File: src/rtl/sprite_palette_arbiter_pkg.sv
// Shared types and defaults for the sprite palette arbiter.
// Palette index/colour types plus winner-width helper.
package sprite_pkg;

    typedef logic [3:0]  pal_idx_t;
    typedef logic [11:0] rgb12_t;

    localparam pal_idx_t TRANSPARENT_IDX_DEF = 4'd0;
    localparam rgb12_t   BG_RGB_DEF          = 12'h000;

    function automatic int win_w(input int n);
        return (n > 1) ? $clog2(n) : 1;
    endfunction

endpackage

File: src/rtl/sprite_palette_arbiter_if.sv
// Pixel-side bundle of the sprite palette arbiter.
// slave = arbiter, master = sprite readers / palette / VGA mux.
interface sprite_palette_arbiter_if
    import sprite_pkg::*;
#(
    parameter int NUM_SPRITES = 4
);
    localparam int WW = win_w(NUM_SPRITES);

    logic                     pixel_valid;
    logic                     frame_start;
    logic [NUM_SPRITES-1:0]   spr_active;
    logic [4*NUM_SPRITES-1:0] spr_index;
    pal_idx_t                 pal_index;
    rgb12_t                   pal_rgb;
    logic [3:0]               red;
    logic [3:0]               green;
    logic [3:0]               blue;
    logic                     rgb_valid;
    logic [WW-1:0]            winner;
    logic [NUM_SPRITES-1:0]   collision;
    logic [NUM_SPRITES-1:0]   collision_frm;

    modport master (
        output pixel_valid, frame_start, spr_active, spr_index, pal_rgb,
        input  pal_index, red, green, blue, rgb_valid, winner,
               collision, collision_frm
    );

    modport slave (
        input  pixel_valid, frame_start, spr_active, spr_index, pal_rgb,
        output pal_index, red, green, blue, rgb_valid, winner,
               collision, collision_frm
    );

endinterface

File: src/rtl/sprite_palette_arbiter_select.sv
// Combinational layer priority: opaque mask, lowest-index winner
// and a flag for two or more opaque layers.
module sprite_priority_select
    import sprite_pkg::*;
#(
    parameter int       NUM_SPRITES     = 4,
    parameter pal_idx_t TRANSPARENT_IDX = TRANSPARENT_IDX_DEF,
    parameter int       WW              = win_w(NUM_SPRITES)
) (
    input  logic [NUM_SPRITES-1:0]   spr_active,
    input  logic [4*NUM_SPRITES-1:0] spr_index,
    output logic [NUM_SPRITES-1:0]   opaque,
    output logic                     hit,
    output logic                     multi,
    output pal_idx_t                 win_idx,
    output logic [WW-1:0]            win
);

    always_comb begin
        opaque = '0;
        for (int k = 0; k < NUM_SPRITES; k++) begin
            opaque[k] = spr_active[k] &&
                        (spr_index[4*k +: 4] != TRANSPARENT_IDX);
        end
    end

    // Scan from the bottom layer up so the lowest opaque index wins.
    always_comb begin
        win     = '0;
        win_idx = TRANSPARENT_IDX;
        for (int k = NUM_SPRITES - 1; k >= 0; k--) begin
            if (opaque[k]) begin
                win     = WW'(k);
                win_idx = spr_index[4*k +: 4];
            end
        end
    end

    assign hit   = |opaque;
    assign multi = (opaque & (opaque - 1'b1)) != '0;

endmodule

File: src/rtl/sprite_palette_arbiter.sv
// Two-stage sprite-to-palette pipeline with per-frame collision masks.
// Stage 1 drives the shared palette; stage 2 registers the colour.
module sprite_palette_arbiter
    import sprite_pkg::*;
#(
    parameter int       NUM_SPRITES     = 4,
    parameter pal_idx_t TRANSPARENT_IDX = TRANSPARENT_IDX_DEF,
    parameter rgb12_t   BG_RGB          = BG_RGB_DEF
) (
    input logic                     Clk,
    input logic                     Reset_n,
    sprite_palette_arbiter_if.slave bus
);

    localparam int WW = win_w(NUM_SPRITES);

    logic [NUM_SPRITES-1:0] opaque;
    logic                   hit;
    logic                   multi;
    pal_idx_t               win_idx;
    logic [WW-1:0]          win;

    logic                   s1_valid;
    logic                   s1_hit;
    pal_idx_t               s1_idx;
    logic [WW-1:0]          s1_win;

    rgb12_t                 rgb_q;
    rgb12_t                 rgb_next;
    logic                   rgb_valid_q;
    logic [WW-1:0]          winner_q;

    logic [NUM_SPRITES-1:0] coll_q;
    logic [NUM_SPRITES-1:0] coll_frm_q;
    logic [NUM_SPRITES-1:0] new_bits;

    sprite_priority_select #(
        .NUM_SPRITES     (NUM_SPRITES),
        .TRANSPARENT_IDX (TRANSPARENT_IDX),
        .WW              (WW)
    ) u_select (
        .spr_active (bus.spr_active),
        .spr_index  (bus.spr_index),
        .opaque     (opaque),
        .hit        (hit),
        .multi      (multi),
        .win_idx    (win_idx),
        .win        (win)
    );

    always_ff @(posedge Clk or negedge Reset_n) begin
        if (!Reset_n) begin
            s1_valid <= 1'b0;
            s1_hit   <= 1'b0;
            s1_idx   <= TRANSPARENT_IDX;
            s1_win   <= '0;
        end else begin
            s1_valid <= bus.pixel_valid;
            s1_hit   <= hit;
            s1_idx   <= win_idx;
            s1_win   <= win;
        end
    end

    // Blanked pixels emit black regardless of any opaque layer.
    always_comb begin
        rgb_next = '0;
        if (s1_valid) begin
            rgb_next = s1_hit ? bus.pal_rgb : BG_RGB;
        end
    end

    always_ff @(posedge Clk or negedge Reset_n) begin
        if (!Reset_n) begin
            rgb_q       <= '0;
            rgb_valid_q <= 1'b0;
            winner_q    <= '0;
        end else begin
            rgb_q       <= rgb_next;
            rgb_valid_q <= s1_valid;
            winner_q    <= s1_win;
        end
    end

    assign new_bits = (bus.pixel_valid && multi) ? opaque : '0;

    // A frame_start edge clears first, so same-cycle hits survive.
    always_ff @(posedge Clk or negedge Reset_n) begin
        if (!Reset_n) begin
            coll_q     <= '0;
            coll_frm_q <= '0;
        end else begin
            coll_q <= (bus.frame_start ? '0 : coll_q) | new_bits;
            if (bus.frame_start) begin
                coll_frm_q <= coll_q;
            end
        end
    end

    assign bus.pal_index     = s1_idx;
    assign bus.red           = rgb_q[11:8];
    assign bus.green         = rgb_q[7:4];
    assign bus.blue          = rgb_q[3:0];
    assign bus.rgb_valid     = rgb_valid_q;
    assign bus.winner        = winner_q;
    assign bus.collision     = coll_q;
    assign bus.collision_frm = coll_frm_q;

endmodule

File: src/flat_wrapper.sv
// flat-port wrapper written by rule: the top's interface ports become plain ports
module sprite_palette_arbiter_flat import sprite_pkg::*;
#(
    parameter int       NUM_SPRITES     = 4,
    parameter pal_idx_t TRANSPARENT_IDX = TRANSPARENT_IDX_DEF,
    parameter rgb12_t   BG_RGB          = BG_RGB_DEF
)
  (Clk, Reset_n, bus_pixel_valid, bus_frame_start, bus_spr_active, bus_spr_index, bus_pal_rgb, bus_pal_index, bus_red, bus_green, bus_blue, bus_rgb_valid, bus_winner, bus_collision, bus_collision_frm);
  sprite_palette_arbiter_if #(.NUM_SPRITES(NUM_SPRITES)) bus_i ();
  input logic Clk;
  input logic Reset_n;
  input wire logic [$bits(bus_i.pixel_valid)-1:0] bus_pixel_valid;
  input wire logic [$bits(bus_i.frame_start)-1:0] bus_frame_start;
  input wire logic [$bits(bus_i.spr_active)-1:0] bus_spr_active;
  input wire logic [$bits(bus_i.spr_index)-1:0] bus_spr_index;
  input wire logic [$bits(bus_i.pal_rgb)-1:0] bus_pal_rgb;
  output wire logic [$bits(bus_i.pal_index)-1:0] bus_pal_index;
  output wire logic [$bits(bus_i.red)-1:0] bus_red;
  output wire logic [$bits(bus_i.green)-1:0] bus_green;
  output wire logic [$bits(bus_i.blue)-1:0] bus_blue;
  output wire logic [$bits(bus_i.rgb_valid)-1:0] bus_rgb_valid;
  output wire logic [$bits(bus_i.winner)-1:0] bus_winner;
  output wire logic [$bits(bus_i.collision)-1:0] bus_collision;
  output wire logic [$bits(bus_i.collision_frm)-1:0] bus_collision_frm;
  assign bus_i.pixel_valid = bus_pixel_valid;
  assign bus_i.frame_start = bus_frame_start;
  assign bus_i.spr_active = bus_spr_active;
  assign bus_i.spr_index = bus_spr_index;
  assign bus_i.pal_rgb = bus_pal_rgb;
  assign bus_pal_index = bus_i.pal_index;
  assign bus_red = bus_i.red;
  assign bus_green = bus_i.green;
  assign bus_blue = bus_i.blue;
  assign bus_rgb_valid = bus_i.rgb_valid;
  assign bus_winner = bus_i.winner;
  assign bus_collision = bus_i.collision;
  assign bus_collision_frm = bus_i.collision_frm;
  sprite_palette_arbiter #(.NUM_SPRITES(NUM_SPRITES), .TRANSPARENT_IDX(TRANSPARENT_IDX), .BG_RGB(BG_RGB)) u_core (.Clk(Clk), .Reset_n(Reset_n), .bus(bus_i));
endmodule
File: config.mk
export PLATFORM = sky130hd
export DESIGN_NAME = sprite_palette_arbiter_flat
export DESIGN_NICKNAME = d
export VERILOG_FILES = /design/src/rtl/sprite_palette_arbiter_pkg.sv /design/src/rtl/sprite_palette_arbiter_if.sv /design/src/rtl/sprite_palette_arbiter_select.sv /design/src/rtl/sprite_palette_arbiter.sv /design/src/flat_wrapper.sv
export SDC_FILE = /design/constraint.sdc
export NUM_CORES = 1
export LEC_CHECK = 0
export CAP_MARGIN = 20
export CORE_MARGIN = 2
export CORE_UTILIZATION = 43
export DETAILED_ROUTE_END_ITERATION = 8
export HOLD_SLACK_MARGIN = 0.03
export PLACE_DENSITY_LB_ADDON = 0.25
export SYNTH_ARGS = -nofsm -noshare
export SYNTH_HDL_FRONTEND = slang
export SYNTH_SLANG_ARGS = --single-unit
File: constraint.sdc
create_clock -name Clk -period 1.79 [get_ports Clk]
set_input_delay 0.358 -clock Clk [delete_from_list [all_inputs] [get_ports Clk]]
set_output_delay 0.358 -clock Clk [all_outputs]
set_load 0.05 [all_outputs]
==> summary.txt <==
Drt
  – Via/cell ratio: 5.52
  – Avg WL per Cell: 15.2 um
  – Post-route DRC: 7
  – First-iteration detailed-routing DRC count: 37
  – Post-Route WL: 3220 um
  – Vias: 1170
  – DRT Pass-1 Iters: 6
  – Routed Antenna Nets: 0

Clock tree
  – Htree depth: 2
  – Clk sinks: 31
  – Post-cts resize count: 0
  – Root buf cell: clkbuf_4
  – CTS tree: done
  – Longest Clk Path Bufs: 2
  – Hold_buf cts: 0
  – Post-CTS setup buffer count: 0
  – Clock transition at path regs: 0.09 ns
  – CTS buffer count: 5
  – Worst-Skew Late Latency: 0.32 ns

Global route
  – Grt ovf: 0
  – First-pass GRT wire length: 5020 um
  – Overall routing resource usage: 0.198
  – Antenna violations before repair: 0
  – Vias in the first global route: 1089
  – Largest net degree at the start of global routing: 32

Power
  – Max rail drop VDD: 0.673 mV
  – Leak: 0.939 nW
  – Tot Pwr: 1.71 mW
  – P per Cell Area: 840 nW/um2

Floorplan
  – I/O Pins: 63
  – Chip height: 58.7 um
  – Total die area: 3440 um2
  – Starting density of the core: 0.458
  – Die X: 58.7 um
  – Core area: 2810 um2
  – Row cnt: 19

Cells and area
  – Area growth syn-to-layout: 58.3%
  – Ant diodes: 0
  – Fin nets: 217
  – Share of cells above drive strength 1: 0.331
  – Fill cell count: 212
  – Commonest cells after routing, fill and taps aside: 44 x buf_4, 35 x clkdlybuf4s50_1, 31 x dfrtp_1, 12 x and3_1, 8 x a211oi_1
  – Most common cell after layout, fill and taps aside: buf_4
  – Post-route cell area: 2030 um2

Critical path
  – Setup CP Type: in2reg
  – Crit path DAT: 1.82 ns
  – Crit. End Element: flip-flop
  – Worst path required time: 2.00 ns
  – R2R cell count: 1
  – Critical path fanouts, max: 9
  – Startpoint types: input pin

Synthesis
  – FF+latch count, synth: 31
  – Syn Nets: 136
  – Post-Synthesis Cells: 100
  – Synth unique cells: 22
  – Register area share after synthesis: 0.604
  – Yosys warnings: 0
  – Syn Area/Cell: 12.8 um2
  – Synthesized area: 1280 um2

Placement
  – # port buffers: 62
  – DP Area: 1980 um2
  – Worst slack, placed: -0.148 ns
  – Gpl congestion: 0.900
  – Post-DP HPWL: 2450 um

Run status
  – Failing checks: DRC
  – Status: complete, but fails checks

STA
  – Setup-failing EPs final: 0
  – RSZ-0062 raised after global routing: no
  – Slew headroom: 0.728
  – Clock Skew: 0.00341 ns
  – F_max: 0.619 GHz
  – Endpoints failing hold: 0
  – Worst-margin pin slew: 0.408 ns
  – Max Transition Viols Final: 0
  – Final worst-path setup slack: 0.175 ns
  – WHS: 0.353 ns
  – Final worst path period share: 0.902
  – Post-route minimum period: 1.62 ns

Run
  – Max-Cap Viols: 0

Min path
  – Hold depth: 0
  – HP Class: reg2reg
worst max-delay path, cell delays in order:
cell and delay, ns:
clkdlybuf4s50_1 0.45, o41a_1 0.58, o311ai_1 0.34, o21ai_1 0.10
power by group:
part	switching, mW	internal, mW
registers	0.0276	0.757
clock network	0.222	0.182
logic	0.311	0.210
total	0.561	1.15
Yosys cell counts (all sizes together):
cell / n / share of area
a211oi: 8 / 0.047
nor2: 3 / 0.0088
a21oi: 1 / 0.0039
dfrtp: 31 / 0.60
mux2: 4 / 0.035
and3: 12 / 0.058
o311ai: 4 / 0.045
nand2: 1 / 0.0029
buf: 1 / 0.0088
o41ai: 2 / 0.019
nor3: 5 / 0.019
inv: 4 / 0.012
a221oi: 4 / 0.027
o41a: 4 / 0.043
nor3b: 4 / 0.023
clkbuf: 4 / 0.012
nand3: 4 / 0.016
o21ai: 4 / 0.016
per-stage QoR:
stage,TNS (ns),utilization,std cells
2_1_floorplan,0,-,100
3_3_place_gp,-0.667,0.705,205
3_5_place_dp,-1.18,0.705,205
4_1_cts,0,0.725,212
5_1_grt,0,0.725,212
6_report,0,0.725,212
area by class of cell:
cell class	count	area [um2]	area share
multi-input cells	60	468	0.230
clock inverters	1	5.00	0.00246
flip-flops and latches	31	776	0.381
repair buffers	79	681	0.335
well taps	31	38.8	0.0191
clock buffers	6	51.3	0.0252
inverters	4	15.0	0.00738
sequential cells by signal, summed over array words and instances (netlist names):
name                      cells
u_core.bus.collision          4
u_core.s1_win                 2
u_core.s1_valid               1
u_core.bus.rgb_valid          1
u_core.bus.collision_frm      4
u_core.s1_hit                 1
u_core.rgb_q                 12
u_core.bus.pal_index          4
u_core.bus.winner             2
per-layer routing:
| metal | share of wire | vias up | global-route usage |
|---|---|---|---|
| met3 | 0.097 | 4 | 0.0615 |
| met4 | 0.011 | 0 | 0.0682 |
| met2 | 0.50 | 58 | 0.350 |
| met1 | 0.39 | 559 | 0.228 |
| met5 | 0 | - | 0 |
| li1 | - | 549 | - |
path summary, 6_finish.rpt:
path                                       startpoint                           endpoint  slack [ns]
hold reg to reg            u_core.s1_win[0]$_DFF_PN0_     u_core.bus.winner[0]$_DFF_PN0_        0.35
min in group asynchronous                     Reset_n  u_core.bus.collision[3]$_DFF_PN0_        0.42
hold / removal             u_core.s1_win[0]$_DFF_PN0_     u_core.bus.winner[0]$_DFF_PN0_        0.35
max in group asynchronous                     Reset_n          u_core.rgb_q[4]$_DFF_PN0_        1.10
setup reg to reg            u_core.s1_valid$_DFF_PN0_         u_core.rgb_q[10]$_DFF_PN0_        0.95
setup / recovery                     bus_spr_index[5]  u_core.bus.collision[0]$_DFF_PN0_        0.17
kinds of logic (layout without fill, tap and decap cells):
group | count (synthesis) | count (layout) | share of synthesized area
mux | 4 | 4 | 0.0351
flops | 31 | 31 | 0.604
buf+inv | 9 | 90 | 0.0321
compound gates | 27 | 27 | 0.201
simple gates | 29 | 29 | 0.129
Power figures use the tool's default switching activity.
==> variant 1, RTL diff (same flow settings) <==
Register the output `bus.blue`; this adds one clock of latency there.
--- a/src/rtl/sprite_palette_arbiter.sv
+++ b/src/rtl/sprite_palette_arbiter.sv
@@ -100,7 +100,9 @@
     assign bus.pal_index     = s1_idx;
     assign bus.red           = rgb_q[11:8];
     assign bus.green         = rgb_q[7:4];
-    assign bus.blue          = rgb_q[3:0];
+    always_ff @(posedge Clk) begin
+        bus.blue <= rgb_q[3:0];
+    end
     assign bus.rgb_valid     = rgb_valid_q;
     assign bus.winner        = winner_q;
     assign bus.collision     = coll_q;
Function: changed (Yosys sat finds a counterexample within 4 cycles, from zero or initial values and one cycle with Reset_n low).
==> variant 1 against the unedited design <==
  * Via count grew 2.5%
  * Critical path depth grew 2
  * Area after synthesis grew 8.4%
  * Non-clock buffer count shrank 1
  * Total power grew 5.4%
  * Global-route usage shrank 0.29 points
  * Sequential cell count grew 4
  * Core utilization shrank 4.6 points
  * Sequential share of layout area grew 2.8 points
  * Die area grew 7.8%
  * Setup slack gained 0.069 ns
  * Design area grew 2.8%
  * Wire length shrank 1.0%
  * Combinational power shrank 2%
  * Largest cell class unchanged
  * Highest routed layer unchanged
==> variant 1: results (changes against the unedited design) <==
- Syn nets: 148 (+8.8%)
- Iter 0 DRT Violations: 36 (-2.7%)
- Worst Hold End: u_core.bus.blue[3]
- Multi-input combinational area share: 20.8% (-2.2 points)
- Largest stage delay, worst path: 0.42 ns (-0.16 ns)
- Min-delay src: u_core.rgb_q[3]
- Routed vias/inst: 5.24 (-5.1%)
- Final instance area: 2090 um^2 (+2.8%)
- First-pass GRT wire length: 5.27 mm (+4.9%)
- CP top delay family: buffers and inverters
- Overall routing resource usage: 19.5% (-0.29 points)
- Placed cell areas: 2040 um^2 (+3.2%)
- Placed insts: 221 (+7.8%)
- 1st-pass router iterations: 4 (-2)
- P_leak: 0.960 nW (+2.2%)
- Switching pwr: 0.000595 W (+6.1%)
- Fillers: 262 (+24%)
- Hpwl dp: 2.49 mm (+1.5%)
- Status: finished, final reports clean
- Vias post-DR: 1199 (+2.5%)
- R2R Path Start: u_core.s1_hit
- DRT Wirelength: 3.19 mm (-1.0%)
- Seq/Total Area, Yosys: 61.5% (+1.1 points)
- Largest cells by area after synthesis: dfrtp_1 56%, dfxtp_1 5.8%, and3_1 5.4%, a211oi_1 4.3%, buf_4 4.3%
- RR Endpoint: u_core.rgb_q[8]
- Slowest library cell on the worst path: clkdlybuf4s50_1
- WP data arrival: 1.76 ns (-0.06 ns)
- CP max FO: 4 (-5)
- Int Power: 0.00121 W (+5.0%)
- Seq cells post-synth: 35 (+13%)
- Synth top cells by count: 31 x dfrtp_1, 12 x and3_1, 8 x a211oi_1, 8 x buf_4, 5 x nor3_1
- Clock-cell share: 2.57% (-0.20 points)
- Layout cell share with drive strength beyond 1: 28.1% (-5.0 points)
- Worst setup path endpoint: u_core.bus.pal_index[2]
- Comb power frac: 28.3% (-2.2 points)
- Async S/R FF share, synth: 88.6% (-11 points)
==> variant 1: repair_timing <==
item | 4_1_cts | 5_1_grt
resized for setup | 3 | 0
buffers inserted | 0 | 0
hold buffers | 0 | 0
setup endpoints to repair | 3 | 0
==> variant 1: routing by layer <==
layer / vias to the layer above / global-route usage [%] / part of all wire (%)
li1: 560 / - / -
met1: 577 / 24.0 / 41
met2: 57 / 33.5 / 51
met3: 5 / 5.54 / 7.8
met4: 0 / 5.90 / 0.66
met5: - / 0 / 0
==> variant 1: cells by family after synthesis <==
group	share of synthesized area (%)
and+or+nand+nor	11.9
muxes	3.23
DFF	61.5
AOI/OAI and AO/OA	16.2
buffers and inverters	7.28
==> variant 1: stage by stage <==
stage,TNS (ns),setup slack [ns]
after detailed placement,-0.550,-0.104
final,0,0.244
after global placement,-0.303,-0.0755
after CTS,0,0.253
after floorplan,0,0.402
after global routing,0,0.173
==> variant 2, RTL diff (same flow settings) <==
Without the edit above. `NUM_SPRITES` is set to 4 in 4 places; all go to 8.
--- a/src/rtl/sprite_palette_arbiter_if.sv
+++ b/src/rtl/sprite_palette_arbiter_if.sv
@@ -3,7 +3,7 @@
 interface sprite_palette_arbiter_if
     import sprite_pkg::*;
 #(
-    parameter int NUM_SPRITES = 4
+    parameter int NUM_SPRITES = 8
 );
     localparam int WW = win_w(NUM_SPRITES);
 
--- a/src/rtl/sprite_palette_arbiter_select.sv
+++ b/src/rtl/sprite_palette_arbiter_select.sv
@@ -3,7 +3,7 @@
 module sprite_priority_select
     import sprite_pkg::*;
 #(
-    parameter int       NUM_SPRITES     = 4,
+    parameter int       NUM_SPRITES     = 8,
     parameter pal_idx_t TRANSPARENT_IDX = TRANSPARENT_IDX_DEF,
     parameter int       WW              = win_w(NUM_SPRITES)
 ) (
--- a/src/rtl/sprite_palette_arbiter.sv
+++ b/src/rtl/sprite_palette_arbiter.sv
@@ -3,7 +3,7 @@
 module sprite_palette_arbiter
     import sprite_pkg::*;
 #(
-    parameter int       NUM_SPRITES     = 4,
+    parameter int       NUM_SPRITES     = 8,
     parameter pal_idx_t TRANSPARENT_IDX = TRANSPARENT_IDX_DEF,
     parameter rgb12_t   BG_RGB          = BG_RGB_DEF
 ) (
--- a/src/flat_wrapper.sv
+++ b/src/flat_wrapper.sv
@@ -1,7 +1,7 @@
 // flat-port wrapper written by rule: the top's interface ports become plain ports
 module sprite_palette_arbiter_flat import sprite_pkg::*;
 #(
-    parameter int       NUM_SPRITES     = 4,
+    parameter int       NUM_SPRITES     = 8,
     parameter pal_idx_t TRANSPARENT_IDX = TRANSPARENT_IDX_DEF,
     parameter rgb12_t   BG_RGB          = BG_RGB_DEF
 )
Ports: changed (5 resized); port bits go from 63 to 92. The function was not compared with the original's and may differ.
==> variant 2 against the unedited design <==
  * The run ends with negative setup slack left
  * Wire length rose by 83%
  * First-iteration DRC count rose to 3.2 times the old value
  * Core utilization rose by 4.4 points
  * Sequential cell count rose by 10
  * Critical path depth rose by 3
  * Total power rose by 53%
  * Hold slack got worse by 0.30 ns
  * Setup slack got worse by 0.19 ns
  * Area after synthesis rose by 48%
  * Design area rose by 64%
==> variant 2: results (changes against the unedited design) <==
- Status: finished, violations left
- Failing checks: negative setup slack
- P_leak: 1.64 nW (+74%)
- Clk pin slew, worst setup/hold paths: roughly 0.080 ns
- Primary FF master, synth: dfrtp_1
- Ant. Diodes: 0 (unchanged)
- Clock Latency Late Sink: 0.29 ns (-0.03 ns)
- Final setup fails: 1 (+1)
- Post-synth cell types: 35 (+59%)
- Nets: 366 (+69%)
- Largest register FFs: 12 (unchanged)
- EDFF count, synth: 0 (unchanged)
- Clock root cell: clkbuf_8
- Fillers: 305 (+44%)
- Overall routing resource usage: 23.0% (+3.2 points)
- Seq/Total Area, Yosys: 53.9% (-6.5 points)
- H-Tree Depth: 2 (unchanged)
- Inserted Clock Buffers: 5 (unchanged)
- Worst hold path class: in -> async
- 1st-pass router iterations: 4 (-2)
- Final worst slack: -0.0124 ns (-0.187 ns)
- Placer Congestion: 0.829 (-7.9%)
- WP data arrival: 1.97 ns (+0.15 ns)
- Hpwl dp: 4.20 mm (+72%)
- Async S/R FF share, synth: 100% (unchanged)
- Vias post-DR: 1929 (+65%)
- Antenna violations before repair: 0 (unchanged)
- Maximum number of pins on one net before global-route repair: 28 (-13%)
- # port buffers: 91 (+47%)
- Synth warn: 0 (unchanged)
- DRT Wirelength: 5.90 mm (+83%)
- CP max FO: 7 (-2)
- Largest cells by area after synthesis: dfrtp_1 54%, mux2_2 4.7%, o41ai_4 4.3%, o41ai_2 4.3%, and3_1 3.9%
- Synth top cells by count: 41 x dfrtp_1, 12 x and3_1, 12 x nand2_1
- Layout cell share with drive strength beyond 1: 50.2% (+17 points)
- Worst vdd ir: 0.738 mV (+9.7%)
- Max Root-Sink Buffers: 2 (unchanged)
- First-pass GRT wire length: 9.13 mm (+82%)
- Syn nets: 209 (+54%)
- Rel. slew slack: 63.1% (-9.7 points)
- Iter 0 DRT Violations: 117 (+220%)
- Setup Skew: 0.00531 ns (+0.00191 ns)
- Largest reg by FF count: u_core.rgb_q
- Pre-CTS WS: -0.573 ns (-0.425 ns)
## variant 2: cell count changes after synthesis, moves of 5 or more
cell	delta
o2bb2ai_1	+8
a211oi_1	-5
nor3_1	-5
nor2_1	+5
dfrtp_1	+10
nand2_1	+11
## variant 2: report_power, final
group	internal, W	total [W]	switching (W)	leakage (nW)
sequential	0.00101	0.00107	0.0000524	0.503
clock	0.000312	0.000624	0.000311	0.0512
combinational	0.000382	0.000927	0.000546	1.08
total	0.00171	0.00262	0.000909	1.64
## variant 2: layout make-up
cell class	count	area [um^2]	area share (%)
Timing Repair Buffer	156	1220	36.6
Sequential cell	41	1030	30.8
Multi-Input combinational cell	104	916	27.5
Clock buffer	6	82.6	2.48
Tap cell	52	65.1	1.95
Clock inverter	2	13.8	0.414
Inverter	2	7.51	0.226
## variant 2: timing repair
item / in CTS / in global routing
gates cloned: 0 / 0
setup buffers: 14 / 9
resized for setup: 36 / 55
setup endpoints to repair: 13 / 14
pin swaps: 14 / 15
## variant 2: logic make-up after synthesis
family	count (synthesis)	share of synthesized area (%)
AO/OA/AOI/OAI	53	28.2
multiplexers	8	4.73
AND/OR/NAND/NOR	42	11.0
adder cells (fa/ha/maj)	1	0.526
buffers and inverters	8	1.71
flip-flops	41	53.9
## variant 2: layer usage
metal / track usage [%] / part of all wire [%] / up-vias
li1: - / - / 919
met1: 31.9 / 42 / 929
met2: 37.9 / 51 / 79
met3: 4.84 / 6.3 / 2
met4: 5.03 / 0.32 / 0
met5: 0 / 0 / -
## variant 2: worst paths after layout
path	startpoint	end	slack (ns)	cells after the start
worst max-delay path	bus_spr_index[10]	u_core.bus.collision[5]	-0.01	7
worst min-delay path	Reset_n	u_core.rgb_q[0]	0.05	1
worst max register to register	u_core.s1_valid	u_core.rgb_q[10]	0.96	1
worst min register to register	u_core.s1_win[2]	u_core.bus.winner[2]	0.35	0
max in group asynchronous	Reset_n	u_core.bus.collision[7]	1.19	2
min in group Clk	u_core.s1_win[2]	u_core.bus.winner[2]	0.35	0
## variant 2: worst max-delay path, stage by stage
cell	delay, ns
dlygate4sd2_1	0.27
o41ai_2	0.25
buf_4	0.19
nand4_1	0.14
o221a_1	0.32
a21oi_4	0.32
o2bb2ai_1	0.11
## variant 2: through the flow
step / TNS (ns) / std cells / utilization [%] / area, um^2 / hold slack, ns
finish: -0.0124 / 363 / 77.0 / 3330 / 0.0515
global route: -0.201 / 363 / 77.0 / 3330 / 0.0945
CTS: 0 / 354 / 75.2 / 3250 / 0.0652
detailed placement: -6.57 / 332 / 71.1 / 3080 / 0.335
global placement: -6.00 / 332 / 71.1 / 3080 / 0.333
floorplan: 0 / 153 / - / 1900 / 0.0624
